<file path="src/rtl/hazard_stall_ctrl.sv">
// Load-use / multi-cycle hazard controller for the ID stage of the 5-stage MIPS pipeline.
// Define HAZ_STATS_EN to add the stall_cycles and flush_count statistics outputs.
module hazard_stall_ctrl #(
    parameter int REG_W    = 5,
    parameter int LOAD_LAT = 1,
    parameter int CNT_W    = 4
) (
    input  logic             clk,
    input  logic             reset,
    input  logic             id_ex_mem_read,
    input  logic [REG_W-1:0] id_ex_rt,
    input  logic [REG_W-1:0] if_id_rs,
    input  logic [REG_W-1:0] if_id_rt,
    input  logic             if_id_uses_rt,
    input  logic             branch_taken,
    input  logic             mem_busy,
    output logic             pc_write,
    output logic             if_id_write,
    output logic             stall,
    output logic             if_id_flush,
    output logic             pipe_freeze
`ifdef HAZ_STATS_EN
    ,
    output logic [31:0]      stall_cycles,
    output logic [31:0]      flush_count
`endif
);

    typedef enum logic {
        IDLE,
        LSTALL
    } state_t;

    state_t             state, state_nxt;
    logic   [CNT_W-1:0] cnt, cnt_nxt;
    logic               hit;

    assign hit = id_ex_mem_read && (id_ex_rt != '0) &&
                 ((id_ex_rt == if_id_rs) || (if_id_uses_rt && (id_ex_rt == if_id_rt)));

    always_ff @(posedge clk) begin
        if (reset) begin
            state <= IDLE;
            cnt   <= '0;
        end else begin
            state <= state_nxt;
            cnt   <= cnt_nxt;
        end
    end

    always_comb begin
        state_nxt   = state;
        cnt_nxt     = cnt;
        pc_write    = 1'b1;
        if_id_write = 1'b1;
        stall       = 1'b0;
        if_id_flush = 1'b0;
        pipe_freeze = 1'b0;
        if (reset) begin
            state_nxt = IDLE;
            cnt_nxt   = '0;
        end else if (mem_busy) begin
            // Freeze holds state and cnt so an interrupted stall resumes its count.
            pipe_freeze = 1'b1;
            pc_write    = 1'b0;
            if_id_write = 1'b0;
        end else if (branch_taken) begin
            if_id_flush = 1'b1;
            stall       = 1'b1;
            state_nxt   = IDLE;
            cnt_nxt     = '0;
        end else begin
            case (state)
                IDLE: begin
                    if (hit) begin
                        pc_write    = 1'b0;
                        if_id_write = 1'b0;
                        stall       = 1'b1;
                        if (LOAD_LAT > 1) begin
                            state_nxt = LSTALL;
                            cnt_nxt   = CNT_W'(LOAD_LAT - 2);
                        end
                    end
                end
                LSTALL: begin
                    pc_write    = 1'b0;
                    if_id_write = 1'b0;
                    stall       = 1'b1;
                    if (cnt == '0) state_nxt = IDLE;
                    else           cnt_nxt   = cnt - 1'b1;
                end
                default: begin
                    state_nxt = IDLE;
                    cnt_nxt   = '0;
                end
            endcase
        end
    end

`ifdef HAZ_STATS_EN
    always_ff @(posedge clk) begin
        if (reset) begin
            stall_cycles <= '0;
            flush_count  <= '0;
        end else if (!mem_busy) begin
            if (stall && !branch_taken) stall_cycles <= stall_cycles + 32'd1;
            if (if_id_flush)            flush_count  <= flush_count + 32'd1;
        end
    end
`endif

endmodule

</file>
<file path="config.mk">
export PLATFORM = sky130hd
export DESIGN_NAME = hazard_stall_ctrl
export DESIGN_NICKNAME = d
export VERILOG_FILES = /design/src/rtl/hazard_stall_ctrl.sv
export SDC_FILE = /design/constraint.sdc
export NUM_CORES = 1
export LEC_CHECK = 0
export CAP_MARGIN = 20
export CORE_MARGIN = 2
export CORE_UTILIZATION = 35
export CTS_BUF_LIST = sky130_fd_sc_hd__clkbuf_4 sky130_fd_sc_hd__clkbuf_8
export CTS_CLUSTER_DIAMETER = 60
export CTS_CLUSTER_SIZE = 14
export DETAILED_ROUTE_END_ITERATION = 8
export PLACE_DENSITY = 0.74
export RECOVER_POWER = 50
export SLEW_MARGIN = 20
export SYNTH_ARGS = -nofsm -noshare
export SYNTH_HDL_FRONTEND = slang
export SYNTH_SLANG_ARGS = --single-unit
</file>
<file path="constraint.sdc">
create_clock -name clk -period 3.4 [get_ports clk]
set_clock_uncertainty 0.15 [all_clocks]
set_input_delay 0.85 -clock clk [delete_from_list [all_inputs] [get_ports clk]]
set_output_delay 0.85 -clock clk [all_outputs]
set_load 0.05 [all_outputs]
</file>
==> flow_summary_export.csv <==
group,metric,value,unit
outcome,status,"complete, no violations",
final_layout,instances_no_fill,107,
yosys,synth_top_area_share,21.5,%
clock_tree,clk_pin_slew,0.04,ns
yosys,ys.flop_type,"dfxtp_1",
clock_tree,cts.sinks,5,
yosys,synth-seq-cells,5,
floorplanning,die_x,40.5,um
final_layout,diodes,0,
clock_tree,clock_path_buffers,2,
final_layout,area_growth,80.6,%
global_routing,grt_overflow,0,
critical_path,slowest_delay,0.41,ns
clock_tree,cts_buffers,3,
critical_path,critPathSlowestCell,"clkdlybuf4s50_1",
global_routing,antenna_found_initial,0,
critical_path,cp_data_arrival_time,2.34,ns
detailed_routing,wl,1330,um
placed_design,post-dp-hpwl,1110,um
critical_path,rrSetupSlack,1.47,ns
final_layout,finalNetCount,116,
detailed_routing,vias_per_cell,4.87,
critical_path,cp-start-kind,"input pin",
clock_tree,cts_hold_buf,0,
critical_path,reg2reg_to,"cnt[3]$_SDFFE_PP0P_",
sta,rsz0062_at_grt,"no",
global_routing,grt_use_total,19.0,%
final_layout,fill_cells,121,
yosys,synth_area_per_cell,7.76,sq um
yosys,yosys_warnings,0,
sta,maxSlewHeadroom,58.8,%
detailed_routing,firstDrtPassIters,4,
floorplanning,pin_count,26,
critical_path,worstSetupStartpoint,"id_ex_rt[2]",
floorplanning,row_count,13,
yosys,synth_cells,60,
clock_tree,clock_latency,0.24,ns
placed_design,dp_cells,103,
sta,final_hold_viol_count,0,
detailed_routing,via_count,521,
power_and_ir_drop,vdd_ir_drop_max,0.195,mV
placed_design,placed_cell_area,816,sq um
detailed_routing,detail-route-antenna-nets,0,
sta,clock.fmax,0.300,GHz
clock_tree,cts_max_level,1,
sta,tightest_slew,0.610,ns
sta,finalMaxSlewViolations,0,
final_layout,regArea,100,sq um
power_and_ir_drop,power_density,250,mW/mm^2
critical_path,crit_type,"in2out",
yosys,syn_nets,83,
yosys,synth-edff-count,0,
critical_path,cp-end-kind,"output pin",
critical_path,path_delay_family,"buffers and inverters",
critical_path,worst-path-buf-inv,3,
final_layout,multi_input_area,339,sq um
power_and_ir_drop,power.total,210,uW
placed_design,dp_slack,-0.132,ns
clock_tree,cts_tree,"done",
job,cap_violations,0,
detailed_routing,drc,0,
yosys,synth.largest_area_cell,"dfxtp_1",
hold_path,hold_class,"reg2reg",
critical_path,crit_end,"pc_write",
hold_path,hold_path_depth,2,
critical_path,path_cells,"clkdlybuf4s50_1, buf_4, xor2_1, nor4_1, a32oi_1, o21a_2, buf_12",
sta,finalSetupViolations,0,
critical_path,r2r_start,"cnt[0]$_SDFFE_PP0P_",
hold_path,min_from,"cnt[1]$_SDFFE_PP0P_",
floorplanning,start_util,36.7,%
global_routing,grt_pass1_wl,2050,um
power_and_ir_drop,p_leak,0.000337,uW
floorplanning,core_area,0.00127,sq mm
yosys,ys_types,27,
placed_design,portBuffers,25,
yosys,syn_area,465,sq um
critical_path,path_max_fanout,2,
sta,min_period,3.34,ns
global_routing,grt_pass1_vias,475,
detailed_routing,routedWlPerCell,12.4,um
final_layout,design_area,841,sq um
critical_path,worstRegToRegCells,6,
yosys,synth-seq-area-share,21.5,%
critical_path,cp.depth,7,
detailed_routing,drt-initial-drc-count,10,
sta,fin_crit_sh,98.1,%
floorplanning,die_h,40.5,um
clock_tree,cts_setup_buffers,0,
clock_tree,root_buffer,"clkbuf_4",
final_layout,layout-drive-gt1-share,19.6,%
critical_path,required,2.40,ns
yosys,synth.most_common_cell,"xor2_1",
placed_design,place.gp.congestion,0.746,
yosys,synthArstFlopShare,0,%
floorplanning,die_area,0.00164,sq mm
global_routing,grt_start_max_net_pins,9,
yosys,synth_common_cells,"9 x xor2_1, 6 x nor2_1",
sta,finalWorstSetupSlack,0.0634,ns
yosys,synth_area_leaders,"dfxtp_1 22%, xor2_1 17%, a21oi_1 5.4%",
## worst register-to-register path, stage by stage, from the launching register on
cell	delay, ns
dfxtp_1	0.38
inv_1	0.10
ha_1	0.21
nor3b_1	0.15
nor4b_1	0.53
o21ai_0	0.18
a21oi_1	0.16
## repair_timing
action / CTS / global route
resized for setup: 2 / 2
gates cloned: 0 / 0
pin swaps: 0 / 3
setup endpoints to repair: 3 / 3
## registers in the layout (all words and copies together), names as in the netlist
register  count
cnt           4
state         1
## worst min path at each step
stage,end,slack (ns)
finish,cnt[1]$_SDFFE_PP0P_,0.37
global route,state$_SDFFE_PP0N_,0.40
CTS,cnt[1]$_SDFFE_PP0P_,0.37
detailed placement,cnt[1]$_SDFFE_PP0P_,0.35
global placement,cnt[1]$_SDFFE_PP0P_,0.35
floorplan,cnt[1]$_SDFFE_PP0P_,0.33
## layout by cell type (no fill, tap or decap)
| cell | synthesis | layout |
|---|---|---|
| dfxtp_1 | 5 | 5 |
| dlygate4sd3_1 | 0 | 1 |
| buf_12 | 0 | 5 |
| dlymetal6s2s_1 | 0 | 2 |
| a21oi_1 | 5 | 5 |
| a21oi_2 | 1 | 1 |
| clkbuf_1 | 1 | 1 |
| clkbuf_4 | 0 | 4 |
| or3_2 | 1 | 1 |
| o21a_2 | 0 | 1 |
| buf_4 | 1 | 5 |
| or4_1 | 1 | 1 |
| o31a_1 | 1 | 1 |
| clkdlybuf4s50_1 | 0 | 16 |
| dlygate4sd2_1 | 0 | 1 |
| nor4_1 | 2 | 2 |
| ha_1 | 2 | 2 |
| inv_1 | 2 | 2 |
| nor4b_1 | 0 | 1 |
| xor2_1 | 9 | 9 |
| or3b_1 | 1 | 1 |
| a32oi_1 | 1 | 1 |
| nor2b_2 | 0 | 1 |
| nand2b_1 | 1 | 1 |
| nor3_1 | 5 | 5 |
| o21ai_1 | 1 | 2 |
| o21ai_0 | 5 | 4 |
| nor3b_1 | 2 | 2 |
| nor2_1 | 6 | 6 |
| or2b_1 | 1 | 1 |
| and2_1 | 1 | 1 |
| xnor2_1 | 1 | 1 |
## cells by family after synthesis
kind of cell             Yosys count  synth area share (%)
adder cells (fa/ha/maj)            2                  5.38
AND/OR/NAND/NOR                   23                  30.1
buffers and inverters              5                  5.11
XOR/XNOR                          10                  18.8
AO/OA/AOI/OAI                     15                  19.1
flip-flops                         5                  21.5
## power breakdown
group / switching (uW) / total (uW) / internal [uW] / leakage (uW)
Combinational: 32.4 / 76.1 / 43.7 / 0.000279
Clock: 23.0 / 75.2 / 52.2 / 0.0000184
Sequential: 0 / 58.9 / 58.9 / 0.0000402
Total: 55.4 / 210 / 155 / 0.000337
## per-layer routing
metal	wire (um)	track usage, %	vias to the layer above
met3	57	6.67	0
met4	0	0	0
li1	-	-	277
met5	0	0	-
met2	687	31.7	11
met1	582	24.8	233
## final cells by class
type                            instances  area share [%]
Multi-Input combinational cell         50            40.3
Tap cell                               15            2.23
Timing Repair Buffer                   31            41.1
Sequential cell                         5            11.9
Clock buffer                            4            3.57
Inverter                                2           0.893
## through the flow
step	hold slack (ns)	TNS [ns]	util, %
after CTS	0.375	0	66.7
after global placement	0.348	-0.199	64.3
after global routing	0.403	0	66.3
after detailed placement	0.354	-0.280	64.3
after floorplan	0.329	0	-
final	0.374	0	66.3
(Power assumes the default switching activity.)
